**src/rtl/mem_arb_pkg.sv**
```systemverilog
// Shared types and default sizing for the instruction/data memory-port arbiter.
// Optional round-robin arbitration is selected with the MEM_ARB_RR_EN macro.
package mem_arb_pkg;

    localparam int ADDR_W_DEF      = 64;
    localparam int DATA_W_DEF      = 64;
    localparam int TIMEOUT_CYC_DEF = 255;
    localparam int TMO_W           = 16;

    typedef enum logic [1:0] {
        IDLE = 2'd0,
        BUSY = 2'd1,
        RESP = 2'd2
    } arb_state_t;

    typedef enum logic {
        OWN_IF = 1'b0,
        OWN_D  = 1'b1
    } owner_t;

endpackage

```
**src/rtl/mem_arb_timeout.sv**
```systemverilog
// Loadable down-counter that bounds one memory transaction.
// o_expired is high whenever the count sits at zero.
module mem_arb_timeout
    import mem_arb_pkg::*;
#(
    parameter int CNT_W = TMO_W
) (
    input  logic             clk,
    input  logic             rst,
    input  logic             i_clear,
    input  logic             i_load,
    input  logic [CNT_W-1:0] i_load_val,
    input  logic             i_en,
    output logic             o_expired
);

    logic [CNT_W-1:0] r_count;

    // NOTE: sequential state uses non-blocking assignments so every flop samples pre-edge values.
    always_ff @(posedge clk) begin
        if (rst) begin
            r_count <= '0;
        end else if (i_clear) begin
            r_count <= '0;
        end else if (i_load) begin
            r_count <= i_load_val;
        end else if (i_en && (r_count != '0)) begin
            r_count <= r_count - 1'b1;
        end
    end

    assign o_expired = (r_count == '0);

endmodule

```
**src/rtl/mem_port_arbiter.sv**
```systemverilog
// Shares one valid/ce memory port between the fetch and data ports of the core.
// Define MEM_ARB_RR_EN for round-robin tie-breaking; otherwise data has fixed priority.
module mem_port_arbiter
    import mem_arb_pkg::*;
#(
    parameter int ADDR_W      = ADDR_W_DEF,
    parameter int DATA_W      = DATA_W_DEF,
    parameter int TIMEOUT_CYC = TIMEOUT_CYC_DEF
) (
    input  logic              clk,
    input  logic              rst,
    input  logic              if_req,
    input  logic [ADDR_W-1:0] if_addr,
    output logic              if_valid,
    output logic [31:0]       if_data,
    input  logic              d_req,
    input  logic              d_rw,
    input  logic [ADDR_W-1:0] d_addr,
    input  logic [DATA_W-1:0] d_wdata,
    output logic              d_valid,
    output logic [DATA_W-1:0] d_rdata,
    output logic              mem_ce,
    output logic              mem_rw,
    output logic [ADDR_W-1:0] mem_addr,
    output logic [DATA_W-1:0] mem_wdata,
    input  logic [DATA_W-1:0] mem_rdata,
    input  logic              mem_valid,
    output logic              bus_err
);

    // Counter is loaded with one less than the limit so BUSY lasts exactly TIMEOUT_CYC cycles.
    localparam logic [TMO_W-1:0] L_TMO_LOAD = TMO_W'(TIMEOUT_CYC - 1);

    arb_state_t        r_state;
    owner_t            r_owner;
    logic              r_half;
    logic              r_err;
    logic              r_mem_rw;
    logic [ADDR_W-1:0] r_mem_addr;
    logic [DATA_W-1:0] r_mem_wdata;
    logic [DATA_W-1:0] r_cap;

    logic w_start;
    logic w_grant_d;
    logic w_grant_if;
    logic w_expired;
    logic w_resp;
    logic w_unused;

    assign w_start = (r_state == IDLE) && (if_req || d_req);

`ifdef MEM_ARB_RR_EN
    owner_t r_last;

    always_ff @(posedge clk) begin
        if (rst) begin
            r_last <= OWN_IF;
        end else if (w_start) begin
            r_last <= w_grant_d ? OWN_D : OWN_IF;
        end
    end

    assign w_grant_d = d_req && (!if_req || (r_last == OWN_IF));
`else
    assign w_grant_d = d_req;
`endif

    assign w_grant_if = if_req && !w_grant_d;

    mem_arb_timeout #(
        .CNT_W (TMO_W)
    ) u_timeout (
        .clk        (clk),
        .rst        (rst),
        .i_clear    ((r_state != BUSY) && !w_start),
        .i_load     (w_start),
        .i_load_val (L_TMO_LOAD),
        .i_en       (r_state == BUSY),
        .o_expired  (w_expired)
    );

    always_ff @(posedge clk) begin
        if (rst) begin
            r_state     <= IDLE;
            r_owner     <= OWN_IF;
            r_half      <= 1'b0;
            r_err       <= 1'b0;
            r_mem_rw    <= 1'b0;
            r_mem_addr  <= '0;
            r_mem_wdata <= '0;
            r_cap       <= '0;
        end else begin
            case (r_state)
                IDLE: begin
                    if (w_grant_d) begin
                        r_owner     <= OWN_D;
                        r_half      <= 1'b0;
                        r_mem_rw    <= d_rw;
                        r_mem_addr  <= {d_addr[ADDR_W-1:3], 3'b000};
                        r_mem_wdata <= d_wdata;
                        r_state     <= BUSY;
                    end else if (w_grant_if) begin
                        r_owner     <= OWN_IF;
                        r_half      <= if_addr[2];
                        r_mem_rw    <= 1'b0;
                        r_mem_addr  <= {if_addr[ADDR_W-1:3], 3'b000};
                        r_mem_wdata <= '0;
                        r_state     <= BUSY;
                    end
                end
                BUSY: begin
                    // A completion on the expiry cycle still counts as success.
                    if (mem_valid) begin
                        r_cap   <= mem_rdata;
                        r_err   <= 1'b0;
                        r_state <= RESP;
                    end else if (w_expired) begin
                        r_cap   <= '0;
                        r_err   <= 1'b1;
                        r_state <= RESP;
                    end
                end
                default: r_state <= IDLE;
            endcase
        end
    end

    assign w_resp    = (r_state == RESP);
    assign mem_ce    = (r_state == BUSY);
    assign mem_rw    = r_mem_rw;
    assign mem_addr  = r_mem_addr;
    assign mem_wdata = r_mem_wdata;
    assign if_valid  = w_resp && (r_owner == OWN_IF);
    assign d_valid   = w_resp && (r_owner == OWN_D);
    assign if_data   = if_valid ? (r_half ? r_cap[63:32] : r_cap[31:0]) : 32'h0;
    assign d_rdata   = (d_valid && !r_mem_rw) ? r_cap : '0;
    assign bus_err   = w_resp && r_err;

    assign w_unused = ^{if_addr[1:0], d_addr[2:0]};

endmodule
```
**config.mk**
```make
export PLATFORM = sky130hd
export DESIGN_NAME = mem_port_arbiter
export DESIGN_NICKNAME = d
export VERILOG_FILES = /design/src/rtl/mem_arb_pkg.sv /design/src/rtl/mem_arb_timeout.sv /design/src/rtl/mem_port_arbiter.sv
export SDC_FILE = /design/constraint.sdc
export NUM_CORES = 1
export LEC_CHECK = 0
export ABC_CLOCK_PERIOD_IN_PS = 2700
export CORE_AREA = 8 8 183 185
export DETAILED_ROUTE_END_ITERATION = 8
export DIE_AREA = 0 0 191 193
export PLACE_DENSITY = 0.73
export SETUP_SLACK_MARGIN = 0.1
export SYNTH_ARGS = -nofsm -noshare
export SYNTH_HDL_FRONTEND = slang
export SYNTH_SLANG_ARGS = --single-unit
```
**constraint.sdc**
```tcl
create_clock -name clk -period 2.7 [get_ports clk]
set_clock_uncertainty 0.15 [all_clocks]
set_input_delay 0.81 -clock clk [delete_from_list [all_inputs] [get_ports clk]]
set_output_delay 0.81 -clock clk [all_outputs]
set_load 0.01 [all_outputs]
```
# Word level (Yosys, flattened, before mapping)
# Cells that the tools add are included.
# op_classes
addsub,1
n_eq_ne,5
n_mux,23
bitwise_logic,1
reduce_logical,23
# op_table
cell,n
two-way mux 64 bit,7
two-way mux 32 bit,2
logical NOT 16 bit,1
two-way mux 8 bit,2
nonzero test 16 bit,1
"subtractor 16 x 1 -> 16 bit, second input constant",1
logical AND 1 bit,8
two-way mux 2 bit,4
two-way mux 1 bit,7
"!= test 3 bit, second input constant",2
AND reduction 2 bit,3
nonzero test 2 bit,3
case mux 2 bit (2 select lines),1
logical NOT 1 bit,3
OR reduction 3 bit,1
"equality test 2 x 1 -> 1 bit, second input constant",1
"equality test 2 bit, second input constant",1
logical NOT 2 bit,1
"!= test 2 x 1 -> 1 bit, second input constant",1
OR reduction 2 bit,1
logical OR 1 bit,1
inverter 1 bit,1
# totals
regBits,214
inputBits,262
output_inout_bits,229

# Logic depth before layout (Yosys ltp)
# Gate-level depths: netlist (run 1).
# depth
depth_word,5
ltp_mapped,7
mapped_depth_nobuf,6

# Modules after synthesis
# A second synthesis (run 1) with hierarchy kept.
# hier_totals
cells_unflattened,1168
area_unflattened_um2,9633.0
# modules_own_cells
mod,instances,cells_each,area_each_um2,seq_area_each_um2
mem_port_arbiter,1,1033,8560.7,3903.7
mem_arb_timeout,1,135,1072.3,320.3

# Worst setup path before layout (run 1)
# No wires, ideal clock.
# synth_path
kind,reg-to-output
startpoint,register r_state[1]
endpoint,output d_rdata[10]
arrival_time_ps,1511
t_required_ps,1740
setup_slack_ps,229
stages_incl_launch_ff,7
cell_sequence,dfxtp_1 > nor2b_1 > and2_1 > nor2b_1 > clkbuf_1 > clkbuf_1 > and2_1
# synth_via
elab_chain_len,4
# synth_lines
element,line_no,source
"start, declared",mem_port_arbiter.sv:34,arb_state_t r_state;
"start signal, assigned",mem_port_arbiter.sv:84,r_state <= IDLE;
"start signal, assigned",mem_port_arbiter.sv:101,r_state <= BUSY;
"start signal, assigned",mem_port_arbiter.sv:108,r_state <= BUSY;
equality test 2 bit,mem_port_arbiter.sv:128,assign w_resp = (r_state == RESP);
logical AND 1 bit,mem_port_arbiter.sv:134,assign d_valid = w_resp && (r_owner == OWN_D);
net d_valid,mem_port_arbiter.sv:20,"output logic d_valid,"
logical AND 1 bit,mem_port_arbiter.sv:136,assign d_rdata = (d_valid && !r_mem_rw) ? r_cap : '0;
two-way mux 64 bit,mem_port_arbiter.sv:136,
"end, declared",mem_port_arbiter.sv:21,"output logic [DATA_W-1:0] d_rdata,"
# The timed path passes the listed nets, and every way through them passes these cells.

# Worst setup path in the final report (run 1)
# layout_path
startpoint,register r_state[1]
endpoint,output d_rdata[28]
# layout_via
elab_chain_len,4
# layout_lines
element,line_no
equality test 2 bit,mem_port_arbiter.sv:128
logical AND 1 bit,mem_port_arbiter.sv:134
logical AND 1 bit,mem_port_arbiter.sv:136
two-way mux 64 bit,mem_port_arbiter.sv:136
# No other way between the ends.

==> results of run 1 <==
per-layer routing:
| layer | GRT usage [%] | part of all wire, % | up-vias |
|---|---|---|---|
| met5 | 0 | 0.069 | - |
| met4 | 6.593 | 3.2 | 4 |
| met3 | 6.475 | 9.2 | 86 |
| met2 | 35.20 | 51 | 423 |
| met1 | 20.84 | 37 | 4348 |
| li1 | - | - | 4464 |
synth_stat cells, types with 2 or more instances:
cell type / n / area, sq um
sky130_fd_sc_hd__o21ai_0: 2 / 10.01
sky130_fd_sc_hd__nand2b_1: 4 / 25.02
sky130_fd_sc_hd__or2_2: 3 / 18.77
sky130_fd_sc_hd__buf_4: 3 / 22.52
sky130_fd_sc_hd__buf_2: 7 / 35.03
sky130_fd_sc_hd__or4_1: 11 / 82.58
sky130_fd_sc_hd__a22o_1: 64 / 560.5
sky130_fd_sc_hd__mux2i_1: 95 / 950.9
sky130_fd_sc_hd__nand3b_1: 2 / 15.01
sky130_fd_sc_hd__nor4_1: 2 / 12.51
sky130_fd_sc_hd__nand2_1: 71 / 266.5
sky130_fd_sc_hd__nor3_1: 5 / 25.02
sky130_fd_sc_hd__a211oi_1: 63 / 473.0
sky130_fd_sc_hd__nor4b_1: 2 / 17.52
sky130_fd_sc_hd__nand3_1: 67 / 335.3
sky130_fd_sc_hd__buf_1: 8 / 30.03
sky130_fd_sc_hd__a31oi_1: 4 / 25.02
sky130_fd_sc_hd__a21oi_1: 81 / 405.4
sky130_fd_sc_hd__or4_4: 2 / 22.52
sky130_fd_sc_hd__nor2b_1: 5 / 31.28
sky130_fd_sc_hd__dfxtp_1: 211 / 4224
sky130_fd_sc_hd__or3_1: 6 / 37.54
sky130_fd_sc_hd__clkbuf_1: 76 / 285.3
sky130_fd_sc_hd__o31ai_1: 7 / 52.55
sky130_fd_sc_hd__ha_1: 2 / 25.02
sky130_fd_sc_hd__nor2_1: 99 / 371.6
sky130_fd_sc_hd__and2_1: 66 / 412.9
sky130_fd_sc_hd__inv_1: 5 / 18.77
kinds of logic (layout without fill, tap and decap cells):
group	after synthesis	after routing	synth area share (%)
buffers and inverters	99	601	4.413
adders and majority gates	2	2	0.2820
and+or+nand+nor	348	348	19.12
DFF	211	211	47.60
AOI/OAI and AO/OA	227	227	17.72
other	1	3	0.04226
xor gates and xnor gates	1	1	0.09872
muxes	95	95	10.72
registers in the layout, summed over array words and instances (netlist names):
name	count
r_owner	1
u_timeout.r_count	16
r_err	1
r_cap	64
r_state	2
mem_rw	1
r_half	1
mem_addr	61
mem_wdata	64
worst min-delay path, stage by stage (launching register included):
cell and delay (ns):
sky130_fd_sc_hd__dfxtp_1 0.30, sky130_fd_sc_hd__nand2_1 0.05, sky130_fd_sc_hd__a21oi_1 0.05
what timing repair did:
item	4_1_cts	5_1_grt
setup buffers	25	3
gates resized for setup	450	129
pin swaps	13	4
cloned	9	3
setup endpoints to repair	164	144
final cells by class:
class / instances / share of cell area (%)
Clock buffer: 36 / 4.501
Clock inverter: 7 / 0.7463
Inverter: 5 / 0.1178
Multi-Input combinational cell: 676 / 28.75
Sequential cell: 211 / 26.55
Tap cell: 402 / 3.158
Timing Repair Buffer: 553 / 36.17
path summary, 6_finish.rpt:
path                   startpoint             to  slack (ns)  depth (start not counted)
min                 mem_wdata[30]  mem_wdata[30]        0.30                          2
max reg2reg  u_timeout.r_count[0]      r_cap[48]        0.18                          7
max                    r_state[1]    d_rdata[28]       -0.27                          8
min reg2reg         mem_wdata[30]  mem_wdata[30]        0.30                          2
where the power goes:
group	leakage [nW]	switching (mW)	internal [mW]	total (mW)
logic	4.19	0.908	1.08	1.99
clock network	0.402	1.32	2.12	3.44
registers	1.73	0.175	3.37	3.54
total	6.33	2.40	6.57	8.96
per-stage QoR:
step,total power [mW],util [%],instance area [sq um],hold WS (ns)
floorplan,4.376,-,8881,0.2896
global route,9.351,51.67,15930,0.3191
finish,8.965,51.67,15930,0.2959
global placement,5.452,46.35,14290,0.2878
detailed placement,5.486,46.35,14290,0.2921
CTS,9.030,49.93,15390,0.2999
==> impl_metrics.yaml, run 1 <==
placed_design:
  place.gp.congestion: 0.8212
  io_buffer_count: 482
  dp.cells: 1808
  hpwl_um: 27390
  dp_worst_setup_slack_ns: -0.1193
drt:
  drc: 0
  drtAntennaViolNets: 0
  drt_iter0_drc: 384
  vias_per_std_cell: 4.934
  via_count: 9325
  routed_wl_um: 38920
  firstDrtPassIters: 5
  avgRoutedWirePerCell_um: 20.59
die:
  core_area_sq_um: 30820
  chipHeight_um: 193
  initial_util_pct: 28.79
  dieArea_sq_um: 36860
  pin_count: 491
  floorplan.rows: 65
  chipWidth_um: 191
pwr:
  worst_ir_drop_vdd_v: 0.0003554
  leakagePower_nw: 6.328
  pwr_density_cell_nw_per_um2: 562.8
sta:
  final-hold-violation-count: 0
  setup_violations: 91
  drv_slew: 0
  rsz_0062_raised_after_global_routing: "true"
  worst_slew_margin_rel_pct: 55.80
  final.setup.tns_ns: -17.53
  layout_setup_ws_ns: -0.2709
  final.period_utilization_pct: 110.0
  worst_pin_slew_ns: 0.6630
  fmax_mhz: 336.6
  post-route-min-period_ns: 2.971
logic_synthesis:
  synth_sequential_area_ratio_pct: 47.60
  synthesis.area_per_instance_sq_um: 9.018
  synth.lib_cells_used.distinct: 39
  number_of_flip_flops_and_latches_in_the_synthesized_netlist: 211
  number_of_flops_mapped_to_enable_cells_by_yosys: 0
  syn-cell-area_sq_um: 8874
  synth-main-ff-cell: "sky130_fd_sc_hd__dfxtp_1"
  synthesis.instances: 984
  synth-async-reset-ratio_pct: 0
  ys_warn_count: 0
clock_network:
  htree_levels: 1
  clock_sinks: 211
  cts-buffers-inserted: 25
  tritoncts_clock_tree: "yes"
  worst_setup_hold_path_clk_slew_ns: 0.06
  hold_buffers: 0
  clock_path_buffers: 3
  cts-root-buf: "sky130_fd_sc_hd__clkbuf_16"
  insertion_delay_ns: 0.52
setup_path:
  critPathBufInv: 4
  required_time_reported_for_the_critical_path_endpoint_ns: 1.74
  crit_type: "flip-flop to output port"
  end_kind: "output port"
  worst_path_cell_chain: "nor2b_4 > and2_4 > nor2b_4 > buf_6 > buf_12 > clkbuf_16 > and2_4 > buf_6"
  critical_path.slowest_cell: "sky130_fd_sc_hd__dfxtp_2"
  cpLargestDelayFamily: "simple AND/OR/NAND/NOR gates"
  worst-endpoint-arrival_ns: 2.01
  cp_max_fo: 8
  startpoint_class_of_the_critical_path: "flip-flop"
  crit_path_max_incr_delay_ns: 0.32
hold_path:
  min-delay-path-class: "flip-flop to flip-flop"
global_routing:
  first_pass_grt_wire_length_um: 56280
  pin_count_of_the_biggest_net_entering_global_routing: 126
  grt_usage_pct: 19.40
  first_global_vias: 9440
  antenna_found_initial: 2
  grt_total_ovfl: 0
flow_run:
  timing.max_cap.violations: 0
cells_and_area:
  finalNonFillerCells: 1890
  layout_commonest_cell: "sky130_fd_sc_hd__clkdlybuf4s50_1"
  multiInputGateArea_sq_um: 4579
  regArea_sq_um: 4229
  areaGrowthSynthToFinish_pct: 79.50
  num_antenna_cells: 0
  mostFrequentLayoutCells: "380 x sky130_fd_sc_hd__clkdlybuf4s50_1, 209 x sky130_fd_sc_hd__dfxtp_1, 91 x sky130_fd_sc_hd__mux2i_1"
  layout.filler_cells: 2719
  share_of_layout_cells_above_drive_strength_1_pct: 20.36
  finish.net_count: 1736
status:
  outcome: "finished with violations"
  violated_checks: "negative setup slack"
Power figures use the tool's default switching activity.
==> run 2: changes to the inputs <==
MAX_ROUTING_LAYER = met4   (was unset)
==> run 2 against run 1 <==
Effect of this change:
- the flow still finishes with violations (negative setup slack)
- first-iteration DRC count up 15%
- die area unchanged
- total power barely moved
- core utilization increased by 0.081 points
- combinational power about the same
==> impl_metrics.yaml, run 2 (synthesis results as in run 1) <==
clock_network:
  worst_setup_hold_path_clk_slew_ns: 0.06
  clock_sinks: 211
  tritoncts_clock_tree: "yes"
  hold_buffers: 0
  clock_path_buffers: 3
  cts-root-buf: "sky130_fd_sc_hd__clkbuf_16"
  insertion_delay_ns: 0.52
  cts-buffers-inserted: 25
  htree_levels: 1
cells_and_area:
  layout.filler_cells: 2715
  finish.net_count: 1736
  final_cell_area_excluding_filler_cells_sq_um: 15950
  finalNonFillerCells: 1893
  share_of_layout_cells_above_drive_strength_1_pct: 20.36
  areaGrowthSynthToFinish_pct: 79.78
  fin_util_pct: 51.76
  mostFrequentLayoutCells: "380 x sky130_fd_sc_hd__clkdlybuf4s50_1, 209 x sky130_fd_sc_hd__dfxtp_1, 92 x sky130_fd_sc_hd__mux2i_1"
  layout_commonest_cell: "sky130_fd_sc_hd__clkdlybuf4s50_1"
global_routing:
  first_pass_grt_wire_length_um: 56120
  grt_usage_pct: 19.97
  antenna_found_initial: 3
  grt_total_ovfl: 0
  pin_count_of_the_biggest_net_entering_global_routing: 126
  first_global_vias: 9455
sta:
  rsz_0062_raised_after_global_routing: "true"
  worst_pin_slew_ns: 0.6564
  setup_violations: 89
  post-route-min-period_ns: 2.967
  worst_slew_margin_rel_pct: 56.24
  layout_setup_ws_ns: -0.2670
  final.period_utilization_pct: 109.9
  final.setup.tns_ns: -17.20
  timing.hold.ws_ns: 0.2958
  final-hold-violation-count: 0
  fmax_mhz: 337.0
  drv_slew: 0
pwr:
  leakagePower_nw: 6.334
  pwr_density_cell_nw_per_um2: 562.4
  finalPower_mw: 8.972
  worst_ir_drop_vdd_v: 0.0003498
die:
  dieArea_sq_um: 36860
  core_area_sq_um: 30820
  initial_util_pct: 28.79
  floorplan.rows: 65
  pin_count: 491
  chipHeight_um: 193
  chipWidth_um: 191
status:
  violated_checks: "negative setup slack"
  outcome: "finished with violations"
setup_path:
  end_kind: "output port"
  regToRegStartpoint: "u_timeout.r_count[0]"
  required_time_reported_for_the_critical_path_endpoint_ns: 1.74
  crit_path_start: "r_state[1]"
  worst-endpoint-arrival_ns: 2.01
  cp_max_fo: 8
  startpoint_class_of_the_critical_path: "flip-flop"
  crit_type: "flip-flop to output port"
hold_path:
  min-delay-path-class: "flip-flop to flip-flop"
  min_from: "mem_wdata[30]"
flow_run:
  timing.max_cap.violations: 0
drt:
  firstDrtPassIters: 5
  routed_wl_um: 39010
  wl_met2_um: 19870
  via_count: 9290
  dr.max_layer_used: "met4"
  met3_length_um: 3280
  avgRoutedWirePerCell_um: 20.61
  drtAntennaViolNets: 0
  drt_iter0_drc: 443
  drt-met1-wl_um: 14590
  drc: 0
  vias_per_std_cell: 4.908
placed_design:
  postPlaceCellArea_sq_um: 14290
  place.gp.congestion: 0.8336
  dp_worst_setup_slack_ns: -0.1193
  hpwl_um: 27390
  io_buffer_count: 482
  dp.cells: 1808
run 2: cell types whose count changed in the layout (fill, tap and decap cells not counted), sizes merged:
cell	delta
diode	+3
run 2: layout make-up:
cell class	instances	area [sq um]	share of cell area (%)
clock buffer	36	716.9	4.494
multi-input combinational	676	4578	28.70
inverter	5	18.77	0.1176
tap	402	503.0	3.153
clock inverter	7	118.9	0.7451
antenna	3	7.507	0.04706
timing repair buffer	553	5781	36.24
sequential	211	4229	26.51
run 2: final timing paths:
check / to / slack (ns) / depth (start not counted)
max: d_rdata[28] / -0.27 / 8
max reg2reg: r_cap[48] / 0.18 / 7
min reg2reg: mem_wdata[30] / 0.30 / 2
min: mem_wdata[30] / 0.30 / 2
run 2: what timing repair did:
action | 4_1_cts | 5_1_grt
pin swaps | 13 | 4
cloned | 9 | 3
setup endpoints to repair | 164 | 142
setup buffers | 25 | 3
resized for setup | 450 | 129
run 2: power breakdown:
group	switching [mW]	leakage [nW]	internal, mW
clock network	1.32	0.402	2.12
logic	0.910	4.20	1.08
registers	0.176	1.73	3.37
total	2.41	6.33	6.57
run 2: per-layer routing:
metal,vias up,global-route usage [%]
met1,4328,21.14
met4,0,6.384
li1,4471,-
met3,78,5.917
met5,-,-
met2,413,35.39
run 2: worst max-delay path: stages (launching register included):
cell and delay [ns]:
sky130_fd_sc_hd__dfxtp_2 0.32, sky130_fd_sc_hd__nor2b_4 0.15, sky130_fd_sc_hd__and2_4 0.15, sky130_fd_sc_hd__nor2b_4 0.18, sky130_fd_sc_hd__buf_6 0.13, sky130_fd_sc_hd__buf_12 0.13, sky130_fd_sc_hd__clkbuf_16 0.17, sky130_fd_sc_hd__and2_4 0.14
sky130_fd_sc_hd__buf_6 0.09
==> run 3: changes to the inputs <==
GPL_ROUTABILITY_DRIVEN = 1   (was unset)
==> results of run 3 <==
Final layout, timing and power as in run 2 (identical DEF).
